File: config.mk
export PLATFORM = sky130hd
export DESIGN_NAME = mux_stream_rr
export DESIGN_NICKNAME = d
export VERILOG_FILES = /design/src/rtl/mux_stream_rr_pkg.sv /design/src/rtl/mux_stream_rr_pick.sv /design/src/rtl/mux_stream_rr.sv
export SDC_FILE = /design/constraint.sdc
export NUM_CORES = 1
export LEC_CHECK = 0
export BUFFER_PORTS_ARGS = -buffer_cell sky130_fd_sc_hd__buf_4
export CAP_MARGIN = 20
export CORE_UTILIZATION = 51
export DETAILED_ROUTE_END_ITERATION = 10
export PLACE_DENSITY = 0.83
export SYNTH_ARGS = -nofsm -noshare
export SYNTH_HDL_FRONTEND = slang
export SYNTH_SLANG_ARGS = --single-unit
File: constraint.sdc
create_clock -name clk -period 6.9 [get_ports clk]
set_input_delay 0.345 -clock clk [delete_from_list [all_inputs] [get_ports clk]]
set_output_delay 0.345 -clock clk [all_outputs]
set_load 0.01 [all_outputs]
File: src/rtl/mux_stream_rr_pkg.sv
// Shared constants for the mux_stream_rr streaming multiplexer.
// The optional beat counter is enabled with MUX_STREAM_RR_CNT_EN.
package mux_stream_pkg;

  localparam logic MODE_FIXED = 1'b0;
  localparam logic MODE_RR    = 1'b1;

  localparam int DEF_NCH = 16;
  localparam int DEF_W   = 8;

  localparam int               CNT_W   = 16;
  localparam logic [CNT_W-1:0] CNT_SAT = {CNT_W{1'b1}};

endpackage

File: src/rtl/mux_stream_rr_pick.sv
// Combinational rotate-priority picker: searches ptr+1, ptr+2, ... modulo NCH
// and reports the first requesting channel.
module rr_pick #(
  parameter int NCH  = 16,
  parameter int SELW = $clog2(NCH)
) (
  input  logic [NCH-1:0]  req,
  input  logic [SELW-1:0] ptr,
  output logic            gnt_valid,
  output logic [SELW-1:0] gnt_idx
);

  // The wrap is explicit so that a non-power-of-two NCH goes from NCH-1 back to 0.
  always_comb begin
    int idx;
    idx       = 0;
    gnt_valid = 1'b0;
    gnt_idx   = '0;
    for (int k = 1; k <= NCH; k++) begin
      idx = int'(ptr) + k;
      if (idx >= NCH) idx = idx - NCH;
      if (!gnt_valid && req[idx]) begin
        gnt_valid = 1'b1;
        gnt_idx   = SELW'(idx);
      end
    end
  end

endmodule

File: src/rtl/mux_stream_rr.sv
// N:1 streaming mux with per-channel valid/ready, a registered output stage and
// fixed/round-robin mode. Define MUX_STREAM_RR_CNT_EN to add the beat_cnt port.
module mux_stream_rr
  import mux_stream_pkg::*;
#(
  parameter  int NCH  = DEF_NCH,
  parameter  int W    = DEF_W,
  localparam int SELW = $clog2(NCH)
) (
  input  logic            clk,
  input  logic            rst_n,
  input  logic            mode,
  input  logic [SELW-1:0] sel,
  input  logic [NCH-1:0]  in_valid,
  input  logic [NCH*W-1:0] in_data,
  output logic [NCH-1:0]  in_ready,
  output logic            out_valid,
  output logic [W-1:0]    out_data,
  output logic [SELW-1:0] out_ch,
  input  logic            out_ready
`ifdef MUX_STREAM_RR_CNT_EN
  ,
  output logic [CNT_W-1:0] beat_cnt
`endif
);

  logic [SELW-1:0] ptr;
  logic            rr_valid;
  logic [SELW-1:0] rr_idx;
  logic            grant_valid;
  logic [SELW-1:0] grant_idx;
  logic            load_en;
  logic            take;

  rr_pick #(.NCH(NCH), .SELW(SELW)) u_pick (
    .req       (in_valid),
    .ptr       (ptr),
    .gnt_valid (rr_valid),
    .gnt_idx   (rr_idx)
  );

  // A new beat may enter when the register is empty or is being drained this cycle.
  assign load_en = !out_valid || out_ready;
  assign take    = rst_n && load_en && grant_valid;

  always_comb begin
    grant_valid = 1'b0;
    grant_idx   = '0;
    if (mode == MODE_RR) begin
      grant_valid = rr_valid;
      grant_idx   = rr_idx;
    end else if (int'(sel) < NCH && in_valid[sel]) begin
      grant_valid = 1'b1;
      grant_idx   = sel;
    end
  end

  always_comb begin
    in_ready = '0;
    if (take) in_ready[grant_idx] = 1'b1;
  end

  always_ff @(posedge clk) begin
    if (!rst_n) begin
      out_valid <= 1'b0;
      out_data  <= '0;
      out_ch    <= '0;
      ptr       <= SELW'(NCH - 1);
    end else if (take) begin
      out_valid <= 1'b1;
      out_data  <= in_data[grant_idx*W +: W];
      out_ch    <= grant_idx;
      if (mode == MODE_RR) ptr <= grant_idx;
    end else if (out_ready) begin
      out_valid <= 1'b0;
    end
  end

`ifdef MUX_STREAM_RR_CNT_EN
  always_ff @(posedge clk) begin
    if (!rst_n) begin
      beat_cnt <= '0;
    end else if (out_valid && out_ready && beat_cnt != CNT_SAT) begin
      beat_cnt <= beat_cnt + 1'b1;
    end
  end
`endif

endmodule

After elaboration in Yosys (flattened, before gate mapping)
Index checks and enable logic that the tools add are counted.
{ "op_classes": {"add_sub_neg": 32, "magnitude_cmp": 35, "n_shift": 1, "n_mux": 107, "reduce_logical": 37} }
{ "ops": {"columns": ["op", "n"], "rows": [
  ["$ge 32x6->1 const B", 16],
  ["$lt 32x6->1 const B", 16],
  ["$mux 32", 16],
  ["$sub 32x6->32 const B", 16],
  ["$shiftx 128x8->8", 1],
  ["$mux 4", 18],
  ["$bmux 1 s4", 17],
  ["$mux 1", 54],
  ["$add 4x4->5 const B", 8],
  ["$add 4x3->5 const B", 4],
  ["$logic_and 1x1->1", 18],
  ["$logic_not 1->1", 16],
  ["$mux 16", 1],
  ["$add 4x2->5 const B", 2],
  ["$lt 4x5->1 const B", 2],
  ["$add 4x5->6 const B", 1],
  ["$add 4x1->5 const B", 1],
  ["$demux 1 s4", 1],
  ["$ge 4x1->1 const B", 1],
  ["$reduce_and 2->1", 1],
  ["$reduce_bool 2->1", 1],
  ["$logic_or 1x1->1", 1]
]} }
{ "word_totals": {"reg_bits": 17, "inputBits": 152, "word_cells": 216} }

Logic depth before layout (Yosys ltp)
Gate-level depths: netlist of the first run.
{ "logic_depth": {"depth_word": 58, "ltp_mapped": 20, "mapped_depth_nobuf": 14} }

Cells and area by module
Synthesis of the first run repeated with hierarchy kept, for this count alone.
{ "hier_totals": {"hier_cells": 566, "area_unflattened_um2": 4834.6} }
{ "by_module_without_submodules": {"columns": ["mod", "instances", "cells_each", "area_each_um2"], "rows": [
  ["rr_pick", 1, 294, 2531.2],
  ["mux_stream_rr", 1, 272, 2303.5]
]} }

Least setup slack after synthesis of the first run
No wires, ideal clock.
{ "synth_timing": {"kind": "reg2out", "startpoint": "register ptr[1]", "endpoint": "output port in_ready[4]", "t_arrival_ns": 4.714, "slack_ns": 1.841, "stages_incl_launch_ff": 18, "cell_sequence": "dfxtp_1 > buf_2 > buf_2 > inv_1 > ha_1 > buf_2 > mux2_1 > mux4_2 > mux2i_1 > mux2_2 > a221o_1 > o22ai_1 > nor3_1 > o31ai_2 > buf_2 > and2_1 > o21ai_0 > nor2_1"} }
{ "synth_between": {"elab_chain_cells": 58} }
{ "synth_rtl": {"columns": ["item", "line_no", "source"], "rows": [
  ["start: declaration", "mux_stream_rr.sv:27", "logic [SELW-1:0] ptr;"],
  ["start signal: assignment", "mux_stream_rr.sv:68", "ptr <= SELW'(NCH - 1);"],
  ["start signal: assignment", "mux_stream_rr.sv:73", "if (mode == MODE_RR) ptr <= grant_idx;"],
  ["$add 4x1->5", "mux_stream_rr_pick.sv:20", "idx = int'(ptr) + k;"],
  ["$sub 32x6->32 or $ge 32x6->1 (tied branches)", "mux_stream_rr_pick.sv:21", "if (idx >= NCH) idx = idx - NCH;"],
  ["$mux 32", "mux_stream_rr_pick.sv:21", null],
  ["$bmux 1 s4", "mux_stream_rr_pick.sv:22", "if (!gnt_valid && req[idx]) begin"],
  ["$mux 1 (implied by the code) (2 in a row)", "mux_stream_rr_pick.sv:22", null],
  ["$mux 1", "mux_stream_rr_pick.sv:22", null],
  ["$logic_not 1->1", "mux_stream_rr_pick.sv:22", null],
  ["$logic_and 1x1->1", "mux_stream_rr_pick.sv:22", null],
  ["(+41 left out)", null, null],
  ["$logic_and 1x1->1", "mux_stream_rr_pick.sv:22", null],
  ["$mux 4", "mux_stream_rr_pick.sv:22", null],
  ["$mux 4", "mux_stream_rr.sv:49", "if (mode == MODE_RR) begin"],
  ["$lt 4x5->1 (implied by the code) or $ge 4x1->1 (tied branches)", "mux_stream_rr.sv:60", "if (take) in_ready[grant_idx] = 1'b1;"],
  ["$logic_and 1x1->1 (implied by the code)", "mux_stream_rr.sv:60", null],
  ["$mux 1 (implied by the code)", "mux_stream_rr.sv:60", null],
  ["$demux 1 s4", "mux_stream_rr.sv:60", null],
  ["$mux 16 *", "mux_stream_rr.sv:60", null],
  ["end: declaration", "mux_stream_rr.sv:16", "output logic [NCH-1:0] in_ready,"]
]} }
Mark *: on every way between the ends. The rest lies on a longest branch, timed or not. The select of a mux whose other input is x is not followed.

Worst setup path after layout of the first run
{ "layout_timing": {"startpoint": "register ptr[0]", "endpoint": "output port in_ready[4]"} }
The elaborated chain is that of the path after synthesis.

==> results of run 1 <==
## cells by family (layout without fill, tap and decap cells)
family	Yosys count	in the layout	share of synthesized area [%]
AOI/OAI and AO/OA	113	113	18.3
xor gates and xnor gates	11	11	2.07
adders and majority gates	8	8	2.15
buffers and inverters	43	205	4.90
DFF	17	17	7.32
muxes	180	180	49.6
and+or+nand+nor	134	134	15.6
## metal layers
layer	GRT usage, %	vias up
met3	6.98	43
met4	7.81	2
li1	-	2329
met1	45.7	2444
met5	0	-
met2	55.0	325
## state kept, by name (all words and copies together) (netlist names)
| name | flops |
|---|---|
| out_data | 8 |
| out_ch | 4 |
| ptr | 4 |
| out_valid | 1 |
## layout by cell type (no fill, tap or decap), types with 3 or more instances in the layout
cell type  instances
dfxtp_1           17
a221o_1            9
mux2i_1          113
nand2b_1           7
a21boi_0           5
o211ai_1           7
mux2_1             8
a211oi_1           5
mux2_2            21
nor3_2             7
xnor2_1            7
a211o_1            3
o21ai_0           21
xor2_1             4
inv_1              8
and3_1             4
nand2_1           24
nand4_1            4
a21oi_1           16
nor2b_1            6
nor2_1            38
and2_1             7
o31ai_1            3
ha_1               8
nor3_1            14
mux4_2            36
buf_4            190
clkbuf_8           3
a22o_1            17
nand3_1            8
## area by class of cell
type                       count  area [um^2]
inverter                      10         37.5
clock buffer                   4         45.0
timing repair buffer         191         1450
multi-input combinational    446         4080
tap                          108          135
sequential                    17          340
fill                         687         2680
## power by group through the flow
stage | combinational, mW | sequential (mW) | clock [mW]
finish | 1.01 | 0.138 | 0.0758
global route | 1.07 | 0.140 | 0.0786
CTS | 0.992 | 0.137 | 0.0750
detailed placement | 0.989 | 0.137 | 0
global placement | 0.976 | 0.137 | 0
floorplan | 0.710 | 0.144 | 0
## worst min-delay path by stage
stage                                         from  depth (start not counted)  slack (ps)                       end
after global routing                         rst_n                          2         360       ptr[2]$_SDFFE_PN1P_
after global placement      out_ch[0]$_SDFFE_PN0P_                          2         470    out_ch[0]$_SDFFE_PN0P_
after detailed placement  out_data[2]$_SDFFE_PN0P_                          1         480  out_data[2]$_SDFFE_PN0P_
after floorplan             out_ch[0]$_SDFFE_PN0P_                          2         500    out_ch[0]$_SDFFE_PN0P_
final                                        rst_n                          2         350       ptr[2]$_SDFFE_PN1P_
after CTS                                    rst_n                          2         350       ptr[3]$_SDFFE_PN1P_
## worst reg2reg max path, stage by stage, from the launching register on
cell and delay [ps]:
dfxtp_1 340, inv_2 120, ha_1 810, mux4_2 620
mux2_2 320, mux2_2 360, nor4b_4 360, nand2_2 200
nor4b_2 360, o32ai_2 170, mux2i_4 200, buf_12 370
mux2i_1 320, mux2i_1 110, mux2_2 300, a221o_1 340
==> results_dict.tcl, run 1 <==
set metrics [dict create \
    status "complete, no violations" \
    internal_power_mw 0.631 \
    avgSynthCellArea_um2 9.18 \
    grt_pass1_wl_um 25700 \
    placed_cells 772 \
    first_iter_violations 409 \
    ys_types 67 \
    setup_ws_ps 1370 \
    dp_slack_ps 1530 \
    syn_nets 666 \
    ys_seq_area_share_pct 7.32 \
    yosysTopAreaCell "mux2i_1" \
    hold_path_class "in -> reg" \
    grt_max_degree 70 \
    hold_ws_ps 354 \
    synth_edf_count 0 \
    cp-start-kind "register" \
    cts.sinks 17 \
    fin_cells 776 \
    area_growth_pct 30.9 \
    max_cap_violations 0 \
    hpwl_um 13000 \
    wl_um 16600 \
    root_buffer "clkbuf_8" \
    synthCells 506 \
    clock_skew_ps 2.00 \
    cp.required_ps 6550 \
    core_area_um2 8760 \
    grt.total_usage_pct 33.7 \
    post_route_cells_drive_above_1_share_pct 41.2 \
    fmax_mhz 181 \
    met1_length_um 6670 \
    htree_levels 1 \
    rsz0062_at_grt "no" \
    diodes 0 \
    top_layer "met5" \
    switching_share_pct 48.6 \
    synthArstFlopShare_pct 0 \
    cts_buffers 3 \
    fin_nets 829 \
    start_util_pct 53.0 \
    synth_seq_cells 17 \
    num_vias 5143 \
    tightest_slew_ps 827 \
    num_rows 34 \
    cpLargestDelayFamily "multiplexers" \
    wl_met3_um 1730 \
    p_total_mw 1.23 \
    die_w_um 97.5 \
    layout_min_cycle_time_ps 5530 \
    cts_tree "yes" \
    hold_buffers 0 \
    critPathLaunch "ptr[0]$_SDFFE_PN1P_" \
    finalMaxSlewViolations 0 \
    yosys_warnings 0 \
    vias_per_cell 6.63 \
    wl_met2_um 7860 \
    power_density_nw_per_um2 202 \
    cts_setup_buffers 0 \
    postRouteAntennaNets 0 \
    seq_power_share_pct 11.2 \
    path_depth 15 \
    postLayoutCoreUtil_pct 69.4 \
    placed_cell_area_um2 6040 \
    antenna_found_initial 1 \
    slowest_delay_ps 810 \
    peakVddDrop_mv 0.119 \
    synth_most_common_cell "mux2i_1" \
    grt_overflow_total 0 \
    crit_chain "inv_2 -> ha_1 -> mux4_2 -> mux2_2 -> mux2_2 -> nor4b_4 -> nand3_1 -> o22ai_1 -> nor3_1 -> o31ai_2 -> buf_4 -> and2_1 -> o21ai_0 -> nor2_1 -> buf_4" \
    clockPowerShare_pct 6.2 \
    rrSetupSlack_ps 1480 \
    gp_congestion 0.979 \
    stdcell_area_um2 6080 \
    synth.area.top_cells "mux2i_1 (24%), mux4_2 (17%), dfxtp_1 (7.3%)" \
    cts_resized 0 \
    ioPinCount 181 \
    p_switching_mw 0.597 \
    timing.final.crit_share_pct 80.2 \
    criticalPathCategory "reg -> out" \
    comb_power_share_pct 82.6 \
    max-slew-margin-rel_pct 44.7 \
    synth_top_area_share_pct 24.3 \
    drc 0 \
    wl_per_cell_um 21.4 \
    crit_path_end_kind "output pin" \
    critPathCapture "in_ready[4]" \
    cp.arrival_ps 5190 \
    clock_path_buffers 2 \
    clkLatencyLatePin_ps 250 \
    reg2reg_from "ptr[0]$_SDFFE_PN1P_" \
    dieHeight_um 97.5 \
    netlist_area_um2 4650 \
    cp_slowest_cell "ha_1" \
    reg2reg_to "out_data[1]$_SDFFE_PN0P_" \
    setup-violations-final 0 \
    ys.flop_type "dfxtp_1" \
    yosys-top-cells-count "mux2i_1 (113), nor2_1 (38), mux4_2 (36), nand2_1 (24)" \
    path_clk_slew_ps 70 \
    hold_violations 0 \
    p_leak_nw 2.60 \
    firstDrtPassIters 5 \
    crit_buf_inv 3 \
    rr_worst_depth 15 \
    fin_setup_tns_ps 0 \
    grt_pass1_vias 4853 \
    crit_fanout 18 \
    port_buffers 180 \
    die_area_um2 9500 \
]
No activity file was read; power rests on OpenSTA's default activity.
==> inputs of run 2 (changes only) <==
==> constraint.sdc (replaced) <==
create_clock -name clk -period 5.46 [get_ports clk]
set_input_delay 0.273 -clock clk [delete_from_list [all_inputs] [get_ports clk]]
set_output_delay 0.273 -clock clk [all_outputs]
set_load 0.01 [all_outputs]
==> run 2 against run 1 <==
Utilization increased by 0.79 points. Power increased by 29%. Setup slack got worse by 980 ps. Sequential power increased by 30%. Register-to-register slack got worse by 1100 ps. Worst hold slack got worse by 77 ps. Via count increased by 2.1%. Die area unchanged. Clock skew increased by 4.4 ps. Clock power increased by 31%. Critical endpoint is now in_ready[5]. Highest routed layer is now met4.
==> results_dict.tcl, run 2 (synthesis results as in run 1) <==
set metrics [dict create \
    crit_path_end_kind "output pin" \
    vias_per_cell 6.74 \
    tightest_slew_ps 872 \
    power_density_nw_per_um2 257 \
    die_w_um 97.5 \
    grt_pass1_wl_um 26700 \
    crit_chain "buf_4 -> ha_1 -> xor2_2 -> mux2_2 -> mux2_2 -> nor4b_4 -> nand3_2 -> o22ai_1 -> nor3_1 -> o31ai_4 -> buf_4 -> and2_1 -> o21ai_0 -> nor2_1 -> buf_4" \
    ioPinCount 181 \
    path_clk_slew_ps 70 \
    met1_usage_pct 48.8 \
    seq_power_share_pct 11.4 \
    cpMostUsedCell "buf_4" \
    grt_use_met3_pct 7.55 \
    critPathCapture "in_ready[5]" \
    regMostFlops "out_data" \
    crit_fanout 28 \
    fin_setup_tns_ps 0 \
    cp_slowest_cell "mux2_2" \
    wl_um 17300 \
    timing.final.crit_share_pct 93.0 \
    grt_max_degree 70 \
    p_leak_nw 2.62 \
    p_switching_mw 0.767 \
    peakVddDrop_mv 0.157 \
    hold_buffers 0 \
    slowest_delay_ps 440 \
    top_regs "out_data x8, out_ch x4, ptr x4" \
    wl_per_cell_um 22.2 \
    final_cell_mix "buf_4 (192), mux2i_1 (112), nor2_1 (38)" \
    finalMaxSlewViolations 0 \
    setup-violations-final 0 \
    die_area_um2 9500 \
    cp.required_ps 5190 \
    largest_reg_flops 8 \
    clock_skew_ps 6.41 \
    grt_pass1_vias 4955 \
    gp_congestion 0.970 \
    hpwl_um 13400 \
    cp-start-kind "register" \
    area_growth_pct 32.4 \
    clockPowerShare_pct 6.3 \
    criticalPathCategory "reg -> out" \
    reg2reg_from "ptr[0]$_SDFFE_PN1P_" \
    clock_path_buffers 2 \
    rr_worst_depth 15 \
    critPathLaunch "ptr[0]$_SDFFE_PN1P_" \
    antenna_found_initial 0 \
    num_rows 34 \
    htree_levels 1 \
    root_buffer "clkbuf_8" \
    post_route_cells_drive_above_1_share_pct 42.0 \
    postRouteAntennaNets 0 \
    port_buffers 180 \
    busiest_layer "met2" \
    switching_share_pct 48.6 \
    status "complete, no violations" \
    num_vias 5249 \
    firstDrtPassIters 5 \
    diodes 0 \
    hold_path_class "in -> reg" \
    layout_commonest_cell "buf_4" \
    max-slew-margin-rel_pct 41.8 \
    hold_ws_ps 277 \
    max_cap_violations 0 \
    drc 0 \
    internal_power_mw 0.813 \
    hold_violations 0 \
    rrSetupSlack_ps 390 \
    dieHeight_um 97.5 \
    grtUsageMet2_pct 54.1 \
    fin_nets 832 \
    cts_tree "yes" \
    reg2reg_to "out_data[0]$_SDFFE_PN0P_" \
    layout_min_cycle_time_ps 5080 \
    rsz0062_at_grt "no" \
    grt_overflow_total 0 \
    comb_power_share_pct 82.3 \
    clkLatencyLatePin_ps 260 \
    worstHoldStart "rst_n" \
    cts_buffers 3 \
    core_area_um2 8760 \
    cp.arrival_ps 4800 \
    cts.sinks 17 \
    first_iter_violations 458 \
    start_util_pct 53.0 \
    fmax_mhz 197 \
    postLayoutCoreUtil_pct 70.2 \
    grt.total_usage_pct 34.9 \
]
run 2: changes by cell type in the layout (fill, tap and decap cells not counted), sizes merged:
cell,previous run,this run
clkbuf,4,5
buf,191,193
run 2: cell type report:
class / instances / area, um^2
clock buffers: 4 / 45.0
well taps: 108 / 135
flip-flops and latches: 17 / 340
repair buffers: 194 / 1480
fillers: 678 / 2610
multi-input cells: 446 / 4120
inverters: 10 / 37.5
run 2: routing by layer:
metal / share of wire (%) / up-vias
met5: 0 / -
met4: 3.1 / 0
met3: 9.8 / 61
met2: 46 / 360
met1: 41 / 2488
li1: - / 2340
run 2: through the flow:
step | setup slack [ps] | instance area [um^2] | total power [mW] | std cells
after CTS | 42.3 | 6100 | 1.53 | 778
after floorplan | 444 | 4650 | 1.08 | 506
after global placement | 358 | 6050 | 1.40 | 774
after detailed placement | 212 | 6050 | 1.43 | 774
after global routing | 83.4 | 6150 | 1.66 | 779
final | 384 | 6150 | 1.58 | 779
run 2: timing repair:
action / 4_1_cts / 5_1_grt
endpoints found under the setup margin: 1 / 22
setup buffers: 0 / 0
gates cloned: 0 / 1
resized for setup: 1 / 6
run 2: worst min-delay path by stage:
| stage | to | slack, ps | cells after the start |
|---|---|---|---|
| after global placement | out_ch[0]$_SDFFE_PN0P_ | 470 | 2 |
| after detailed placement | out_ch[0]$_SDFFE_PN0P_ | 480 | 2 |
| after floorplan | out_valid$_SDFFE_PN0P_ | 490 | 2 |
| after global routing | ptr[2]$_SDFFE_PN1P_ | 280 | 2 |
| after CTS | ptr[2]$_SDFFE_PN1P_ | 270 | 2 |
| final | ptr[2]$_SDFFE_PN1P_ | 280 | 2 |
run 2: power groups by stage:
| stage | logic, mW | registers (mW) | clock network (mW) |
|---|---|---|---|
| 4_1_cts | 1.25 | 0.177 | 0.0986 |
| 2_1_floorplan | 0.898 | 0.182 | 0 |
| 3_5_place_dp | 1.25 | 0.178 | 0 |
| 3_3_place_gp | 1.22 | 0.178 | 0 |
| 5_1_grt | 1.38 | 0.182 | 0.104 |
| 6_report | 1.30 | 0.179 | 0.0996 |
run 2: critical path, delay by kind of cell, from the launching register on:
| kind | cells | cell delay (ps) |
|---|---|---|
| AO/OA/AOI/OAI | 3 | 790 |
| XOR/XNOR | 1 | 420 |
| adder cells (fa/ha/maj) | 1 | 310 |
| buffers and inverters | 3 | 810 |
| flip-flops | 1 | 350 |
| multiplexers | 2 | 810 |
| AND/OR/NAND/NOR | 5 | 1050 |
